File: src/rtl/mem_bus_responder.sv
// Slave-side responder for the CPU's single-cycle memory bus: aliased word RAM,
// GPIO, a reloadable down-counter timer with interrupt, and an undecoded-access error pulse.
module mem_bus_responder #(
  parameter int          RAM_AW   = 8,
  parameter logic [15:0] IO_BASE  = 16'hFF00,
  parameter logic [15:0] ID_VALUE = 16'hC0DE
) (
  input  logic        CLK,
  input  logic        RST,
  input  logic [15:0] ADDR,
  input  logic [15:0] DATA_W,
  output logic [15:0] DATA_R,
  input  logic        RD,
  input  logic        WR,
  input  logic [15:0] GPIO_IN,
  output logic [15:0] GPIO_OUT,
  output logic        IRQ,
  output logic        ADDR_ERR
);

  localparam logic [7:0] OFF_GPO   = 8'd0;
  localparam logic [7:0] OFF_GPI   = 8'd1;
  localparam logic [7:0] OFF_TCNT  = 8'd2;
  localparam logic [7:0] OFF_TRLD  = 8'd3;
  localparam logic [7:0] OFF_TCTRL = 8'd4;
  localparam logic [7:0] OFF_ID    = 8'd5;
  localparam logic [7:0] OFF_FIRST_UNDECODED = 8'd6;

  // ---------------------------------------------------------------- decode
  logic [16:0]       addr_ext;
  logic              io_sel;
  logic [7:0]        io_off;
  logic [RAM_AW-1:0] ram_idx;
  logic              wr_io;
  logic              wr_ram;

  // The I/O page may end exactly at 16'hFFFF, so the upper bound needs a 17th bit.
  assign addr_ext = {1'b0, ADDR};
  assign io_sel   = (addr_ext >= {1'b0, IO_BASE}) && (addr_ext < ({1'b0, IO_BASE} + 17'd256));
  assign io_off   = ADDR[7:0] - IO_BASE[7:0];
  assign ram_idx  = ADDR[RAM_AW-1:0];
  assign wr_io    = WR && io_sel;
  assign wr_ram   = WR && !io_sel;

  // ---------------------------------------------------------------- RAM
  logic [15:0] mem_q [2**RAM_AW];

  // NOTE: the RAM array deliberately has no reset so it maps onto a plain memory
  // macro; only the write enable sees RST, which aborts a write caught by reset.
  always_ff @(posedge CLK) begin
    if (wr_ram && !RST) begin
      mem_q[ram_idx] <= DATA_W;
    end
  end

  // ---------------------------------------------------------------- registers
  logic [15:0] gpo_q, gpo_d;
  logic [15:0] tcnt_q, tcnt_d;
  logic [15:0] treload_q, treload_d;
  logic        en_q, en_d;
  logic        ie_q, ie_d;
  logic        exp_q, exp_d;
  logic        irq_q, irq_d;
  logic        err_q, err_d;
  logic [15:0] sync1_q, sync2_q;
  logic        exp_set;

  // NOTE: state registers use non-blocking assignments only, so every flop
  // samples the pre-edge value of every other flop regardless of process order.
  always_ff @(posedge CLK or posedge RST) begin
    if (RST) begin
      gpo_q     <= '0;
      tcnt_q    <= '0;
      treload_q <= '0;
      en_q      <= 1'b0;
      ie_q      <= 1'b0;
      exp_q     <= 1'b0;
      irq_q     <= 1'b0;
      err_q     <= 1'b0;
      sync1_q   <= '0;
      sync2_q   <= '0;
    end else begin
      gpo_q     <= gpo_d;
      tcnt_q    <= tcnt_d;
      treload_q <= treload_d;
      en_q      <= en_d;
      ie_q      <= ie_d;
      exp_q     <= exp_d;
      irq_q     <= irq_d;
      err_q     <= err_d;
      sync1_q   <= GPIO_IN;
      sync2_q   <= sync1_q;
    end
  end

  // NOTE: every signal written here gets its hold value first, so no path
  // through the block leaves one unassigned and no latch is inferred.
  always_comb begin
    gpo_d     = gpo_q;
    tcnt_d    = tcnt_q;
    treload_d = treload_q;
    en_d      = en_q;
    ie_d      = ie_q;
    exp_d     = exp_q;
    exp_set   = 1'b0;

    if (wr_io && io_off == OFF_TCNT) begin
      tcnt_d = DATA_W;
    end else if (en_q) begin
      if (tcnt_q != 16'd0) begin
        tcnt_d = tcnt_q - 16'd1;
      end else begin
        tcnt_d  = treload_q;
        exp_set = 1'b1;
      end
    end

    if (wr_io) begin
      case (io_off)
        OFF_GPO:   gpo_d     = DATA_W;
        OFF_TRLD:  treload_d = DATA_W;
        OFF_TCTRL: begin
          en_d = DATA_W[0];
          ie_d = DATA_W[1];
          if (DATA_W[15]) exp_d = 1'b0;
        end
        default: ;
      endcase
    end

    // Expiry beats a simultaneous write-1-to-clear.
    if (exp_set) exp_d = 1'b1;

    irq_d = exp_d && ie_d;
    err_d = (RD || WR) && io_sel && (io_off >= OFF_FIRST_UNDECODED);
  end

  // ---------------------------------------------------------------- read path
  always_comb begin
    DATA_R = 16'h0000;
    if (RD) begin
      if (io_sel) begin
        case (io_off)
          OFF_GPO:   DATA_R = gpo_q;
          OFF_GPI:   DATA_R = sync2_q;
          OFF_TCNT:  DATA_R = tcnt_q;
          OFF_TRLD:  DATA_R = treload_q;
          OFF_TCTRL: DATA_R = {exp_q, 13'd0, ie_q, en_q};
          OFF_ID:    DATA_R = ID_VALUE;
          default:   DATA_R = 16'h0000;
        endcase
      end else begin
        DATA_R = mem_q[ram_idx];
      end
    end
  end

  assign GPIO_OUT = gpo_q;
  assign IRQ      = irq_q;
  assign ADDR_ERR = err_q;

endmodule

File: config.mk
export PLATFORM = sky130hd
export DESIGN_NAME = mem_bus_responder
export DESIGN_NICKNAME = d
export VERILOG_FILES = /design/src/rtl/mem_bus_responder.sv
export SDC_FILE = /design/constraint.sdc
export NUM_CORES = 2
export LEC_CHECK = 0
export BUFFER_PORTS_ARGS = -buffer_cell sky130_fd_sc_hd__buf_2
export CORE_ASPECT_RATIO = 1.5
export CORE_MARGIN = 2
export CORE_UTILIZATION = 33
export DETAILED_ROUTE_END_ITERATION = 8
export GPL_ROUTABILITY_DRIVEN = 0
export PLACE_DENSITY = 0.57
export SETUP_SLACK_MARGIN = 0.1
export SLEW_MARGIN = 30
export SYNTH_ARGS = -nofsm -noshare
export SYNTH_HDL_FRONTEND = slang
export SYNTH_SLANG_ARGS = --single-unit
File: constraint.sdc
create_clock -name CLK -period 4.05 [get_ports CLK]
set_input_delay 0.2025 -clock CLK [delete_from_list [all_inputs] [get_ports CLK]]
set_output_delay 0.2025 -clock CLK [all_outputs]
set_load 0.02 [all_outputs]
Word-level counts from Yosys, hierarchy flattened
Memories as Yosys holds them, arrays and structs flattened.
Cells that the tools add are included.
- magnitude comparators: 3
- mux-type cells: 17
- reductions and logical operators: 17
- equality and inequality tests: 5
- add/sub/neg operators: 1
- operator list (kind ; count):
    $pmux 16 s6 ; 1
    $mux 16 ; 5
    $lt 16x17->1 const B ; 1
    $eq 8x2->1 const B ; 2
    $eq 8x3->1 const B ; 2
    $ge 16x16->1 const B ; 1
    $reduce_bool 16->1 ; 1
    $sub 16x1->16 const B ; 1
    $mux 1 ; 11
    $eq 8x1->1 const B ; 1
    $ge 8x3->1 const B ; 1
    $logic_and 1x1->1 ; 8
    $logic_not 8->1 ; 1
    $reduce_and 2->1 ; 3
    $logic_not 1->1 ; 2
    $reduce_bool 2->1 ; 1
    $logic_or 1x1->1 ; 1
- memories kept: 1
- output and inout port bits: 34
- bits in writable memories: 4096
- register bits: 85
- memories (memory ; words ; width ; rd ports ; clocked after Yosys merged registers in ; wr ports ; line ; RTL):
    mem_q ; 256 ; 16 ; 1 ; 0 ; 1 ; 46 ; logic [15:0] mem_q [2**RAM_AW];

Depth between registers and ports, before layout
- depth in word-level cells: 7
- gate-level depth with buffers: 13

Worst setup path before layout
Ideal clock, no wire load.
- path type: in2reg
- from: input port ADDR[0]
- to: memory mem_q[199][0] (enable)
- slack: 328 ps
- buffers on the path: 7
- data arrival time: 3292 ps
- stages: 9
- cells stage by stage: buf_6 -> buf_4 -> buf_6 -> buf_4 -> buf_4 -> buf_4 -> buf_2 -> nand2_1 -> nor4_1
- cells in the longest elaborated chain, start to end: 7
- elaborated cells on any way between the ends: 8
- classes of those cells: 2 x order compare; 2 x mux; 4 x reduce/logical
- ends and longest elaborated chain (element ; line ; RTL):
    start, declared ; 10 ; input logic [15:0] ADDR,
    $lt 16x17->1 / $ge 16x16->1 (equally long branches) ; 39 ; assign io_sel = (addr_ext >= {1'b0, IO_BASE}) && (addr_ext < ({1'b0, IO_BASE} + 17'd256));
    $logic_and 1x1->1 ; 39 ;
    $logic_not 1->1 ; 43 ; assign wr_ram = WR && !io_sel;
    $logic_and 1x1->1 ; 43 ;
    $logic_and 1x1->1 ; 51 ; if (wr_ram && !RST) begin
    $mux 1 ; 51 ;
    $mux 1 (implied by the code) ; 52 ; mem_q[ram_idx] <= DATA_W;
    end, declared ; 46 ;
Parallel ways exist; a longest one is shown, timed or not.

Worst setup path after layout
- from: memory mem_q[30][0]
- to: output port DATA_R[0]
- cells in the longest elaborated chain, start to end: 3
- ends and longest elaborated chain (element ; line ; RTL):
    $mem_v2 256x16 ; n/a ;
    $mux 16 ; 142 ; if (io_sel) begin
    $mux 16 ; 141 ; if (RD) begin
    end, declared ; 12 ; output logic [15:0] DATA_R,
Every way passes these cells.

==> flow_summary.toml <==
[worst_setup_path]
worst_ep_required_time_ns = 3.85
crit_start = "mem_q[30][0]"
cp-start-kind = "flip-flop"
r2r-end = "tcnt_q[5]"
crit_arrival_ns = 4.28
critPathCaptureType = "primary output"
worstReg2RegStart = "tcnt_q[0]"
path_class = "reg -> out"
crit_end = "DATA_R[0]"
crit_path_max_fanout = 1
reg2regPathDepth = 8
r2r_slack_ns = 1.26

[routing]
vias_per_cell = 5.40
ant_nets = 0
route.detailed.drc = 0
drt_pass1_iterations = 7
wl_um = 482000
drt-wirelength-per-cell_um = 31.8
drtIter0Drc = 8642
routed-via-count = 82000

[finish]
nNetsFinal = 8488
multiInputGateArea_um2 = 34400
nFillCells = 43500
finalInstanceArea_um2 = 188000
area_growth_pct = 17.2
regArea_um2 = 125000
drive_gt1_share_pct = 30.1

[min_path]
hp-start = "DATA_W[7]"
min_path_type = "in -> reg"

[floorplan]
io_pins = 86
core-area_um2 = 485000
start_util_pct = 33.2
placementRows = 313
die_x_um = 574
die_h_um = 859
die_area_um2 = 493000

[yosys]
synthAdderAreaFrac_pct = 0.0156
synth_fp_nets = 7577
syn_inst = 7523
synth_edf_count = 4096
synthSimpleGateAreaFrac_pct = 2.28
yosysMostFrequentCell = "edfxtp_1"
ys_seq_elements = 4181
syn_area_um2 = 161000
netlist-cell-type-count = 72
synth_top_area_share_pct = 76.5
seq_area_frac_synth_pct = 77.8
synth_top_family_by_area = "multiplexers"
yosys-top-cells-area = "edfxtp_1, mux4_2, mux2i_1"
synth_common_cells = "edfxtp_1, mux4_2, nor2_1"
synth_mux_area_share_pct = 14.6
synth_xor_area_share_pct = 0
synthArstFlopShare_pct = 2.03
synth_top_area_cell = "edfxtp_1"
ys_warn_count = 0
synthFlopType = "edfxtp_1"
syn_area_per_cell_um2 = 21.4
synth_compound_area_share_pct = 3.68

[grt]
grt.overflow.total = 0
grt_max_degree = 133
track_usage_pct = 19.2
grt_pass1_vias = 84600
grt_pass1_wl_um = 670000
antenna_found_initial = 16

[clocking]
ctsHtreeMaxLevel = 5
tritoncts = "yes"
ctsLongestPathBuffers = 4
cts.sinks = 4181
clkLatencyLatePin_ns = 0.97
cts_made_buffers = 363
cts_setup_buffers = 0
path_clk_slew_ns = 0.07
cts-root-buf = "clkbuf_16"

[timing]
final_hold_viol_count = 0
maxSlewViolCount = 0
finalHoldWorstSlack_ns = 0.197
fmax_mhz = 223
period_needed_ns = 4.48
period_share_pct = 111
rsz0062_at_grt = "yes"
fin_worst_skew_ns = 0.0192
max_slew_margin_pct = 19.1
setup_slack_ns = -0.435
tns_ns = -1.59
tightest_slew_ns = 1.21
finalSetupViolCount = 7

[placement]
numPortBuffers = 85
dp_hpwl_um = 321000
place_ws_ns = -0.650
place_area_um2 = 175000

[run]
cap_violations = 0

[run_status]
failed_checks = "setup timing"
outcome = "finished, violations left"

[power_and_ir_drop]
ir_drop_v = 0.000377
powerDensity_nw_per_um2 = 464
finalPower_mw = 87.4
p_leak_nw = 59.6
## kinds of logic after synthesis
family	count (synthesis)
flip-flops	4181
AND/OR/NAND/NOR	772
AO/OA/AOI/OAI	848
buffers and inverters	458
multiplexers	1262
adder cells (fa/ha/maj)	2
## how the worst min path moves through the flow
stage / to / slack [ns] / cells past startpoint
CTS: mem_q[190][10] / 0.17 / 2
global route: mem_q[224][7] / 0.18 / 2
detailed placement: sync1_q[1] / 0.31 / 1
finish: mem_q[224][7] / 0.20 / 2
global placement: sync1_q[13] / 0.31 / 1
floorplan: sync1_q[0] / 0.23 / 0
## flip-flops by register name, summed over array words and instances, names as in the netlist
name and count:
tcnt_q 16, IRQ 1, mem_q 4096, GPIO_OUT 16, exp_q 1, ie_q 1
ADDR_ERR 1, sync2_q 16, treload_q 16, sync1_q 16, en_q 1
## per-layer routing
metal / vias up / wire (um) / GRT usage (%)
met5: - / 13 / 0
met4: 2 / 35800 / 12.2
met3: 874 / 25000 / 2.30
met2: 3242 / 256000 / 35.0
met1: 44300 / 166000 / 21.0
li1: 33500 / - / -
## worst max-delay path: stages (launching register included)
cell and delay, ns:
edfxtp_1 0.40, mux4_2 0.52, a22oi_2 0.20, buf_4 0.13, nand4_1 0.27, buf_4 0.27
o41ai_4 0.62, nand4_1 0.50, buf_4 0.30, buf_6 0.13
## per-stage QoR
step	util, %	std cells
6_report	38.9	15200
2_1_floorplan	-	7523
4_1_cts	38.8	15200
3_5_place_dp	36.1	14500
3_3_place_gp	36.1	14500
5_1_grt	38.9	15200
## placed cells by master, fill, tap and decap left out, types with 53 or more instances in the layout
master         count
clkinv_1          56
buf_12           102
o21ai_0          139
nor2_1           286
dlygate4sd3_1     54
clkbuf_16        374
mux2_2            87
a21oi_1           77
clkinv_2          81
dfrtp_1           85
a22oi_1          260
mux2i_1          309
buf_2             53
buf_4            739
clkbuf_1          53
nand4_1           65
nand2_1          108
mux4_2           858
nand3_1          104
edfxtp_1        4096
## power by group
part / internal (mW) / total [mW] / switching [mW]
registers: 47.5 / 47.5 / 0.0196
clock network: 19.2 / 35.2 / 15.9
logic: 1.68 / 4.70 / 3.03
total: 68.4 / 87.4 / 19.0
## area by class of cell
| type | count | share of cell area (%) |
|---|---|---|
| diodes | 10 | 0.0133 |
| clock buffers | 430 | 5.08 |
| clock inverters | 217 | 1.14 |
| inverters | 11 | 0.0239 |
| multi-input cells | 2884 | 18.2 |
| flip-flops and latches | 4181 | 66.4 |
| well taps | 6457 | 4.29 |
| repair buffers | 993 | 4.80 |
## timing repair
item	in CTS	in global routing
pin swaps	52	14
hold buffers	54	0
hold endpoints to repair	1478	0
gates resized for setup	171	18
setup endpoints to repair	16	15
Note: power is estimated with default switching activity, not from simulation.
